==> config.mk <==
export PLATFORM = sky130hd
export DESIGN_NAME = fir_sequencer_param_flat
export DESIGN_NICKNAME = d
export VERILOG_FILES = /design/src/rtl/fir_sequencer_param_if.sv /design/src/rtl/fir_sequencer_param.sv /design/src/flat_wrapper.sv
export SDC_FILE = /design/constraint.sdc
export NUM_CORES = 1
export LEC_CHECK = 0
export ABC_AREA = 1
export CAP_MARGIN = 10
export CORE_MARGIN = 4
export CORE_UTILIZATION = 50
export DETAILED_ROUTE_END_ITERATION = 8
export PLACE_DENSITY = 0.89
export RECOVER_POWER = 100
export SKIP_CTS_REPAIR_TIMING = 1
export SYNTH_ARGS = -nofsm -noshare
export SYNTH_HDL_FRONTEND = slang
export SYNTH_SLANG_ARGS = --single-unit
==> constraint.sdc <==
create_clock -name clk -period 3.6 [get_ports clk]
set_input_delay 0.72 -clock clk [delete_from_list [all_inputs] [get_ports clk]]
set_output_delay 0.72 -clock clk [all_outputs]
set_load 0.01 [all_outputs]
==> src/rtl/fir_sequencer_param_if.sv <==
// Handshake and datapath-control bundle between the FIR sequencer and its neighbours.
`timescale 1ns/1ps
interface fir_sequencer_param_if #(
    parameter int REG_W = 4
);
    logic             dr;
    logic             lc;
    logic             overflow;
    logic             cnt_up;
    logic             clear;
    logic             modwait;
    logic [2:0]       op;
    logic [REG_W-1:0] src1;
    logic [REG_W-1:0] src2;
    logic [REG_W-1:0] dest;
    logic             err;
    logic             processed;
    logic             coeff_ready;

    modport master (
        input  dr, lc, overflow,
        output cnt_up, clear, modwait, op, src1, src2, dest, err, processed, coeff_ready
    );

    modport slave (
        output dr, lc, overflow,
        input  cnt_up, clear, modwait, op, src1, src2, dest, err, processed, coeff_ready
    );
endinterface

==> src/rtl/fir_sequencer_param.sv <==
// NTAPS-tap FIR sequencer: loads coefficients, then per sample shifts history and
// issues signed multiply-accumulate passes on the shared register-file/ALU datapath.
`timescale 1ns/1ps
module fir_sequencer_param #(
    parameter int               NTAPS     = 4,
    parameter int               REG_W     = 4,
    parameter logic [NTAPS-1:0] SIGN_MASK = 'b0101
) (
    input  logic                clk,
    input  logic                n_rst,
    fir_sequencer_param_if.master bus
);
    localparam int KW = $clog2(NTAPS);
    localparam logic [KW-1:0] LAST = KW'(NTAPS - 1);

    localparam logic [2:0] OP_NOP   = 3'b000;
    localparam logic [2:0] OP_COPY  = 3'b001;
    localparam logic [2:0] OP_LDS   = 3'b010;
    localparam logic [2:0] OP_LDC   = 3'b011;
    localparam logic [2:0] OP_ADD   = 3'b100;
    localparam logic [2:0] OP_SUB   = 3'b101;
    localparam logic [2:0] OP_MUL   = 3'b110;

    typedef enum logic [3:0] {
        IDLE, LOAD, WAIT_COEFF, STORE, ZERO, SHIFT, MUL, ACC, DONE, ERR
    } state_t;

    state_t          state, nxt_state;
    logic [KW-1:0]   k, nxt_k;
    logic            modwait_q, processed_q, coeff_ready_q;
    logic            nxt_processed, nxt_coeff_ready;
    logic [2:0]      op;
    logic [REG_W-1:0] src1, src2, dest;
    logic            cnt_up, clear, err;

    function automatic logic [REG_W-1:0] ridx(input int n);
        return REG_W'(n);
    endfunction

    localparam logic [REG_W-1:0] R_ACC = '0;
    localparam logic [REG_W-1:0] R_S   = REG_W'(2 * NTAPS + 1);

    // k doubles as the coefficient index while loading, the shift index and the tap index.
    always_comb begin
        nxt_state       = state;
        nxt_k           = k;
        nxt_processed   = 1'b0;
        nxt_coeff_ready = coeff_ready_q;
        op              = OP_NOP;
        src1            = '0;
        src2            = '0;
        dest            = '0;
        cnt_up          = 1'b0;
        clear           = 1'b0;
        err             = 1'b0;
        case (state)
            IDLE: begin
                if (bus.lc) begin
                    nxt_state = LOAD;
                    nxt_k     = '0;
                end else if (bus.dr) begin
                    nxt_state = coeff_ready_q ? STORE : ERR;
                end
            end
            LOAD: begin
                op   = OP_LDC;
                dest = ridx(NTAPS + 1 + int'(k));
                if (k == '0) begin
                    clear           = 1'b1;
                    nxt_coeff_ready = 1'b0;
                end
                if (k == LAST) begin
                    nxt_state       = IDLE;
                    nxt_coeff_ready = 1'b1;
                end else begin
                    nxt_state = WAIT_COEFF;
                end
            end
            WAIT_COEFF: begin
                if (bus.lc) begin
                    nxt_state = LOAD;
                    nxt_k     = k + KW'(1);
                end
            end
            STORE: begin
                if (bus.dr) begin
                    op        = OP_LDS;
                    dest      = R_S;
                    cnt_up    = 1'b1;
                    nxt_state = ZERO;
                end else begin
                    nxt_state = ERR;
                end
            end
            ZERO: begin
                op        = OP_SUB;
                src1      = R_ACC;
                src2      = R_ACC;
                dest      = R_ACC;
                nxt_state = SHIFT;
                nxt_k     = '0;
            end
            SHIFT: begin
                op = OP_COPY;
                if (k == LAST) begin
                    dest      = ridx(NTAPS);
                    src1      = R_S;
                    nxt_state = MUL;
                    nxt_k     = '0;
                end else begin
                    dest  = ridx(int'(k) + 1);
                    src1  = ridx(int'(k) + 2);
                    nxt_k = k + KW'(1);
                end
            end
            MUL: begin
                op        = OP_MUL;
                src1      = ridx(NTAPS - int'(k));
                src2      = ridx(NTAPS + 1 + int'(k));
                dest      = R_S;
                nxt_state = ACC;
            end
            ACC: begin
                op   = SIGN_MASK[k] ? OP_SUB : OP_ADD;
                src1 = R_ACC;
                src2 = R_S;
                dest = R_ACC;
                if (bus.overflow) begin
                    nxt_state     = ERR;
                    nxt_processed = 1'b1;
                end else if (k != LAST) begin
                    nxt_state = MUL;
                    nxt_k     = k + KW'(1);
                end else begin
                    nxt_state     = DONE;
                    nxt_processed = 1'b1;
                end
            end
            DONE: nxt_state = IDLE;
            ERR: begin
                err = 1'b1;
                if (bus.lc) begin
                    nxt_state = LOAD;
                    nxt_k     = '0;
                end else if (bus.dr && coeff_ready_q) begin
                    nxt_state = STORE;
                end
            end
            default: nxt_state = IDLE;
        endcase
    end

    // modwait is registered from the next state so it is high exactly during busy states.
    always_ff @(posedge clk or negedge n_rst) begin
        if (!n_rst) begin
            state         <= IDLE;
            k             <= '0;
            modwait_q     <= 1'b0;
            processed_q   <= 1'b0;
            coeff_ready_q <= 1'b0;
        end else begin
            state         <= nxt_state;
            k             <= nxt_k;
            modwait_q     <= nxt_state inside {LOAD, STORE, ZERO, SHIFT, MUL, ACC};
            processed_q   <= nxt_processed;
            coeff_ready_q <= nxt_coeff_ready;
        end
    end

    assign bus.op          = op;
    assign bus.src1        = src1;
    assign bus.src2        = src2;
    assign bus.dest        = dest;
    assign bus.cnt_up      = cnt_up;
    assign bus.clear       = clear;
    assign bus.err         = err;
    assign bus.modwait     = modwait_q;
    assign bus.processed   = processed_q;
    assign bus.coeff_ready = coeff_ready_q;
endmodule

==> src/flat_wrapper.sv <==
// flat-port wrapper written by rule: the top's interface ports become plain ports
module fir_sequencer_param_flat 
#(
    parameter int               NTAPS     = 4,
    parameter int               REG_W     = 4,
    parameter logic [NTAPS-1:0] SIGN_MASK = 'b0101
)
  (clk, n_rst, bus_dr, bus_lc, bus_overflow, bus_cnt_up, bus_clear, bus_modwait, bus_op, bus_src1, bus_src2, bus_dest, bus_err, bus_processed, bus_coeff_ready);
  fir_sequencer_param_if #(.REG_W(REG_W)) bus_i ();
  input  logic clk;
  input  logic n_rst;
  input wire logic [$bits(bus_i.dr)-1:0] bus_dr;
  input wire logic [$bits(bus_i.lc)-1:0] bus_lc;
  input wire logic [$bits(bus_i.overflow)-1:0] bus_overflow;
  output wire logic [$bits(bus_i.cnt_up)-1:0] bus_cnt_up;
  output wire logic [$bits(bus_i.clear)-1:0] bus_clear;
  output wire logic [$bits(bus_i.modwait)-1:0] bus_modwait;
  output wire logic [$bits(bus_i.op)-1:0] bus_op;
  output wire logic [$bits(bus_i.src1)-1:0] bus_src1;
  output wire logic [$bits(bus_i.src2)-1:0] bus_src2;
  output wire logic [$bits(bus_i.dest)-1:0] bus_dest;
  output wire logic [$bits(bus_i.err)-1:0] bus_err;
  output wire logic [$bits(bus_i.processed)-1:0] bus_processed;
  output wire logic [$bits(bus_i.coeff_ready)-1:0] bus_coeff_ready;
  assign bus_i.dr = bus_dr;
  assign bus_i.lc = bus_lc;
  assign bus_i.overflow = bus_overflow;
  assign bus_cnt_up = bus_i.cnt_up;
  assign bus_clear = bus_i.clear;
  assign bus_modwait = bus_i.modwait;
  assign bus_op = bus_i.op;
  assign bus_src1 = bus_i.src1;
  assign bus_src2 = bus_i.src2;
  assign bus_dest = bus_i.dest;
  assign bus_err = bus_i.err;
  assign bus_processed = bus_i.processed;
  assign bus_coeff_ready = bus_i.coeff_ready;
  fir_sequencer_param #(.NTAPS(NTAPS), .REG_W(REG_W), .SIGN_MASK(SIGN_MASK)) u_core (.clk(clk), .n_rst(n_rst), .bus(bus_i));
endmodule
==> flow_summary.ini <==
[outcome]
status = finished clean

[synthesis]
netlist_instances = 138
syn_area_per_cell_sq_um = 6.31
yosysWarnings = 0
ys_seq_area_frac = 0.259
synth_fp_nets = 147
ys_types = 22
synth_area_sq_um = 871
ys_ff_latch = 9

[sta]
maxSlewViolCount = 0
setup_viol = 0
hold_viol = 0
fin_crit_sh = 0.869
max_freq_ghz = 0.320
fin_skew_ps = 11.6
tns_ps = 0
timing.final.ws_setup_ps = 470
relSlewSlack = 0.707
worstMarginPinSlew_ps = 439
rsz0062_at_grt = false
min_period_ps = 3130

[cells_and_area]
drive_above_1_share = 0.120
final_cells = 183
multiInputGateArea_sq_um = 539
fin_nets = 177
final_common_cell = nand2_1
fillers = 129
ff_latch_area_sq_um = 225
antenna-diode-count = 0
final_cell_mix = nand2_1, inv_1, dlygate4sd3_1
areaGrowthSynthToFinish_pct = 32.3

[placed_design]
port_buffers = 25
gp_congestion = 0.911
pre_cts_ws_ps = 624
placedCellCount = 179
dp_hpwl_mm = 2.07

[floorplan]
die_y_microns = 49.7
num_rows = 14
initial_core_util = 0.552
core_sq_um = 1580
dieArea_sq_um = 2470
num_io_pins = 26
die_w_microns = 49.7

[power]
vdd_ir_drop_max_v = 0.000482
p_leak_nw = 0.683
p_per_area_nw_per_um2 = 835

[global_routing]
grt_pass1_wl_mm = 4.22
antenna_found_initial = 0
gr-usage-all-layers = 0.223
grt_overflow = 0
grt_pass1_vias = 936
grt_max_degree = 10

[clock_network]
clock_latency_ps = 280
max-clock-path-buffers = 2
cts_buffers = 3
tritoncts = built
clockRootBuffer = clkbuf_4
path_clk_slew_ps = 60
numClockSinks = 9
ctsHtreeMaxLevel = 1

[worst_setup_path]
startpoint_type = input port
end_kind = output pin
max_stage_delay_ps = 630
r2r-start = u_core.state[3]
worst_path_max_delay_cell = dlygate4sd3_1
r2r_cells = 9
cp_num_buf_inv = 3
crit_cells = 6
cp_cell_sequence = dlygate4sd3_1 > nand3_1 > nand2_1 > inv_2 > o211ai_1 > dlygate4sd3_1
worst_path_dominant_cell_family = buffers and inverters
regToRegSetupSlack_ps = 1880
cp.required_ps = 2880
crit_top_cell = dlygate4sd3_1
path_max_fanout = 5
crit_arrival_ps = 2410
startpoint = bus_dr
r2r-end = u_core.bus.modwait
crit_type = input port to output pin

[detailed_routing]
via_per_inst = 5.67
dr.pass1.iters = 4
drtAntennaViolNets = 0
vias = 1037
drtIter0Drc = 45
drcViolationCount = 0
post_drt_wl_per_cell_microns = 14.2
drt_wl_total_mm = 2.60

[hold_path]
hold_depth = 2
hold_path_class = flop to flop
hold_end = u_core.bus.coeff_ready
worstHoldStart = u_core.bus.coeff_ready

[run]
drv_cap = 0
-- routing by layer --
layer | global-route usage | vias up | part of all wire
li1 | - | 495 | -
met1 | 0.262 | 466 | 0.39
met2 | 0.381 | 66 | 0.48
met3 | 0.0482 | 10 | 0.10
met4 | 0.106 | 0 | 0.025
met5 | 0 | - | 0
-- worst max-delay path by stage --
| stage | end | slack (ps) |
|---|---|---|
| floorplan | bus_dest[1] | 1740 |
| global placement | bus_dest[0] | 690 |
| detailed placement | bus_dest[3] | 620 |
| CTS | bus_dest[3] | 610 |
| global route | bus_dest[3] | 410 |
| finish | bus_dest[0] | 470 |
-- power by group --
part | leakage, nW | switching [mW] | internal, mW
sequential | 0.116 | 0.0624 | 0.142
clock | 0.0177 | 0.0408 | 0.0411
combinational | 0.549 | 0.409 | 0.266
total | 0.683 | 0.513 | 0.450
-- stage by stage --
stage | cell area, sq um | hold slack (ps) | power [mW] | util
floorplan | 871 | 424 | 0.645 | -
global placement | 1140 | 509 | 0.879 | 0.724
detailed placement | 1140 | 507 | 0.913 | 0.724
CTS | 1170 | 526 | 0.998 | 0.741
global route | 1150 | 587 | 1.05 | 0.731
finish | 1150 | 524 | 0.962 | 0.731
-- synth_stat cells --
| library cell | number | area (sq um) |
|---|---|---|
| a21oi_1 | 1 | 5.00 |
| a21oi_2 | 1 | 8.76 |
| clkinv_1 | 1 | 3.75 |
| dfrtp_1 | 9 | 225 |
| ha_1 | 4 | 50.1 |
| inv_1 | 19 | 71.3 |
| inv_2 | 4 | 15.0 |
| nand2_1 | 36 | 135 |
| nand2_2 | 5 | 31.3 |
| nand2_4 | 1 | 11.3 |
| nand3_1 | 14 | 70.1 |
| nand3_2 | 1 | 10.0 |
| nand4_1 | 1 | 6.26 |
| nor2_1 | 15 | 56.3 |
| nor2_2 | 4 | 25.0 |
| nor2_4 | 4 | 45.0 |
| nor3_1 | 4 | 20.0 |
| o211ai_1 | 1 | 7.51 |
| o21ai_0 | 9 | 45.0 |
| o21ai_1 | 1 | 5.00 |
| o21ai_2 | 1 | 8.76 |
| o21bai_1 | 2 | 15.0 |
-- registers in the layout, indices dropped and copies added (netlist names) --
signal,flops
u_core.k,2
u_core.bus.coeff_ready,1
u_core.bus.processed,1
u_core.bus.modwait,1
u_core.state,4
-- cell type report --
cell class	instances	share of cell area
well taps	16	0.0174
multi-input cells	105	0.468
clock inverters	1	0.00434
repair buffers	25	0.217
clock buffers	3	0.0195
inverters	24	0.0782
flip-flops and latches	9	0.195
-- worst min-delay path, stage by stage (launching register included) --
cell     delay [ps]
dfrtp_1         370
nand2_1          60
o21ai_0          60
-- kinds of logic after synthesis --
kind of cell / share of synthesized area
adder cells (fa/ha/maj): 0.0575
AND/OR/NAND/NOR: 0.471
buffers and inverters: 0.103
AO/OA/AOI/OAI: 0.109
flip-flops: 0.259
No activity file was read; power rests on OpenSTA's default activity.
==> variant: new RTL, same flow settings <==
`REG_W` is set to 4 in 3 places; all go to 6.
--- a/src/rtl/fir_sequencer_param_if.sv
+++ b/src/rtl/fir_sequencer_param_if.sv
@@ -1,7 +1,7 @@
 // Handshake and datapath-control bundle between the FIR sequencer and its neighbours.
 `timescale 1ns/1ps
 interface fir_sequencer_param_if #(
-    parameter int REG_W = 4
+    parameter int REG_W = 6
 );
     logic             dr;
     logic             lc;
--- a/src/rtl/fir_sequencer_param.sv
+++ b/src/rtl/fir_sequencer_param.sv
@@ -3,7 +3,7 @@
 `timescale 1ns/1ps
 module fir_sequencer_param #(
     parameter int               NTAPS     = 4,
-    parameter int               REG_W     = 4,
+    parameter int               REG_W     = 6,
     parameter logic [NTAPS-1:0] SIGN_MASK = 'b0101
 ) (
     input  logic                clk,
--- a/src/flat_wrapper.sv
+++ b/src/flat_wrapper.sv
@@ -2,7 +2,7 @@
 module fir_sequencer_param_flat 
 #(
     parameter int               NTAPS     = 4,
-    parameter int               REG_W     = 4,
+    parameter int               REG_W     = 6,
     parameter logic [NTAPS-1:0] SIGN_MASK = 'b0101
 )
   (clk, n_rst, bus_dr, bus_lc, bus_overflow, bus_cnt_up, bus_clear, bus_modwait, bus_op, bus_src1, bus_src2, bus_dest, bus_err, bus_processed, bus_coeff_ready);
Interface: changed (resized bus_dest, bus_src1 and bus_src2); port bits go from 26 to 32. No check against the original RTL was run, so the function may have changed too.
==> variant against the unedited design <==
- sequential cell count stayed put
- die area is 4.7% higher
- total power is 2.0% lower
- wire length is 11% lower
- worst setup slack better by 46 ps
- utilization is 4.3 points lower
- clock power hardly changed
- final area is 3.1% higher
- sequential power is 2% lower
- cell count is 8.2% higher
- count of clock-buffer cells in the layout stayed put
- synthesized area is 5.6% higher
- critical endpoint unchanged
==> variant: results (changes against the unedited design) <==
| Metric | Value |
|---|---|
| Run status | `completed (unchanged)` |
| Non-filler instance count after layout | `198 (was 183)` |
| Met3 track demand over resource in global routing | `4.37% (was 4.82%)` |
| Area added between synthesis and finish | `29.3% (was 32.3%)` |
| FILL cells | `163 (was 129)` |
| Wire length of the first global-routing pass | `3.66 mm (was 4.22 mm)` |
| Worst EP arrival | `2360 ps (was 2410 ps)` |
| Ratio of cells with drive above 1 in the final layout | `12.1% (was 12.0%)` |
| First DRT Iteration DRCs | `27 (was 45)` |
| Via count of the first global-routing pass | `884 (was 936)` |
| Final weighted congestion in routability-driven placement | `0.963 (was 0.911)` |
| Count of nets after finishing | `183 (was 177)` |
| Detailed-route wire length | `2.31 mm (was 2.60 mm)` |
| Number of distinct library cells after synthesis | `24 (was 22)` |
| Fin crit period | `3080 ps (was 3130 ps)` |
| Area after DPL | `1170 um2 (was 1140 um2)` |
| Global routing met2 resource utilization | `34.3% (was 38.1%)` |
| HPWL reported at the end of detailed placement | `1.94 mm (was 2.07 mm)` |
| Top cells by area, synth | `dfrtp_1, nand2_1, inv_1 (unchanged)` |
| Met1 track utilization from global routing | `20.8% (was 26.2%)` |
| Worst clock skew on the final layout | `10.7 ps (was 11.6 ps)` |
| Synthesized cell area | `920 um2 (was 871 um2)` |
| Overall Global Routing Usage | `18.9% (was 22.3%)` |
| Final clock-cell share | `2.32% (was 2.39%)` |
| Peak ir drop on the vdd network | `0.482 mV (about the same)` |
| Net Switching | `0.494 mW (was 0.513 mW)` |
| Total number of multi-input combinational cells | `111 (was 105)` |
| Seq_cells | `9 (unchanged)` |
| Post-Place Worst Slack | `630 ps (was 624 ps)` |
| Sequential fraction of the synthesis area | `24.5% (was 25.9%)` |
| Routed length on met3 | `199 um (was 262 um)` |
| Static Leakage | `0.706 nW (was 0.683 nW)` |
| Register share of the cell area | `18.9% (was 19.5%)` |
[variant: changes by cell type in the layout (fill, tap and decap cells not counted)]
cell and delta:
conb_1 +6, clkdlybuf4s50_1 -2, dlygate4sd3_1 +2, nand2_1 -1, nand2_2 +1
[variant: final timing paths]
check	start	endpoint	slack [ps]	depth (start not counted)
max reg2reg	u_core.state[0]	u_core.state[1]	2000	6
max	bus_dr	bus_dest[0]	520	6
min in group asynchronous	n_rst	u_core.state[0]	810	1
min reg2reg	u_core.bus.coeff_ready	u_core.bus.coeff_ready	520	2
min	u_core.bus.coeff_ready	u_core.bus.coeff_ready	520	2
max in group asynchronous	n_rst	u_core.k[0]	2480	1
[variant: cell families (layout without fill, tap and decap cells)]
kind of cell / after synthesis / count (layout) / synth area share (%)
fa+ha+maj: 4 / 4 / 5.44
simple gates: 85 / 85 / 44.6
flops: 9 / 9 / 24.5
compound gates: 16 / 16 / 10.3
other cells: 1 / 6 / 0.408
buf+inv: 30 / 53 / 14.7
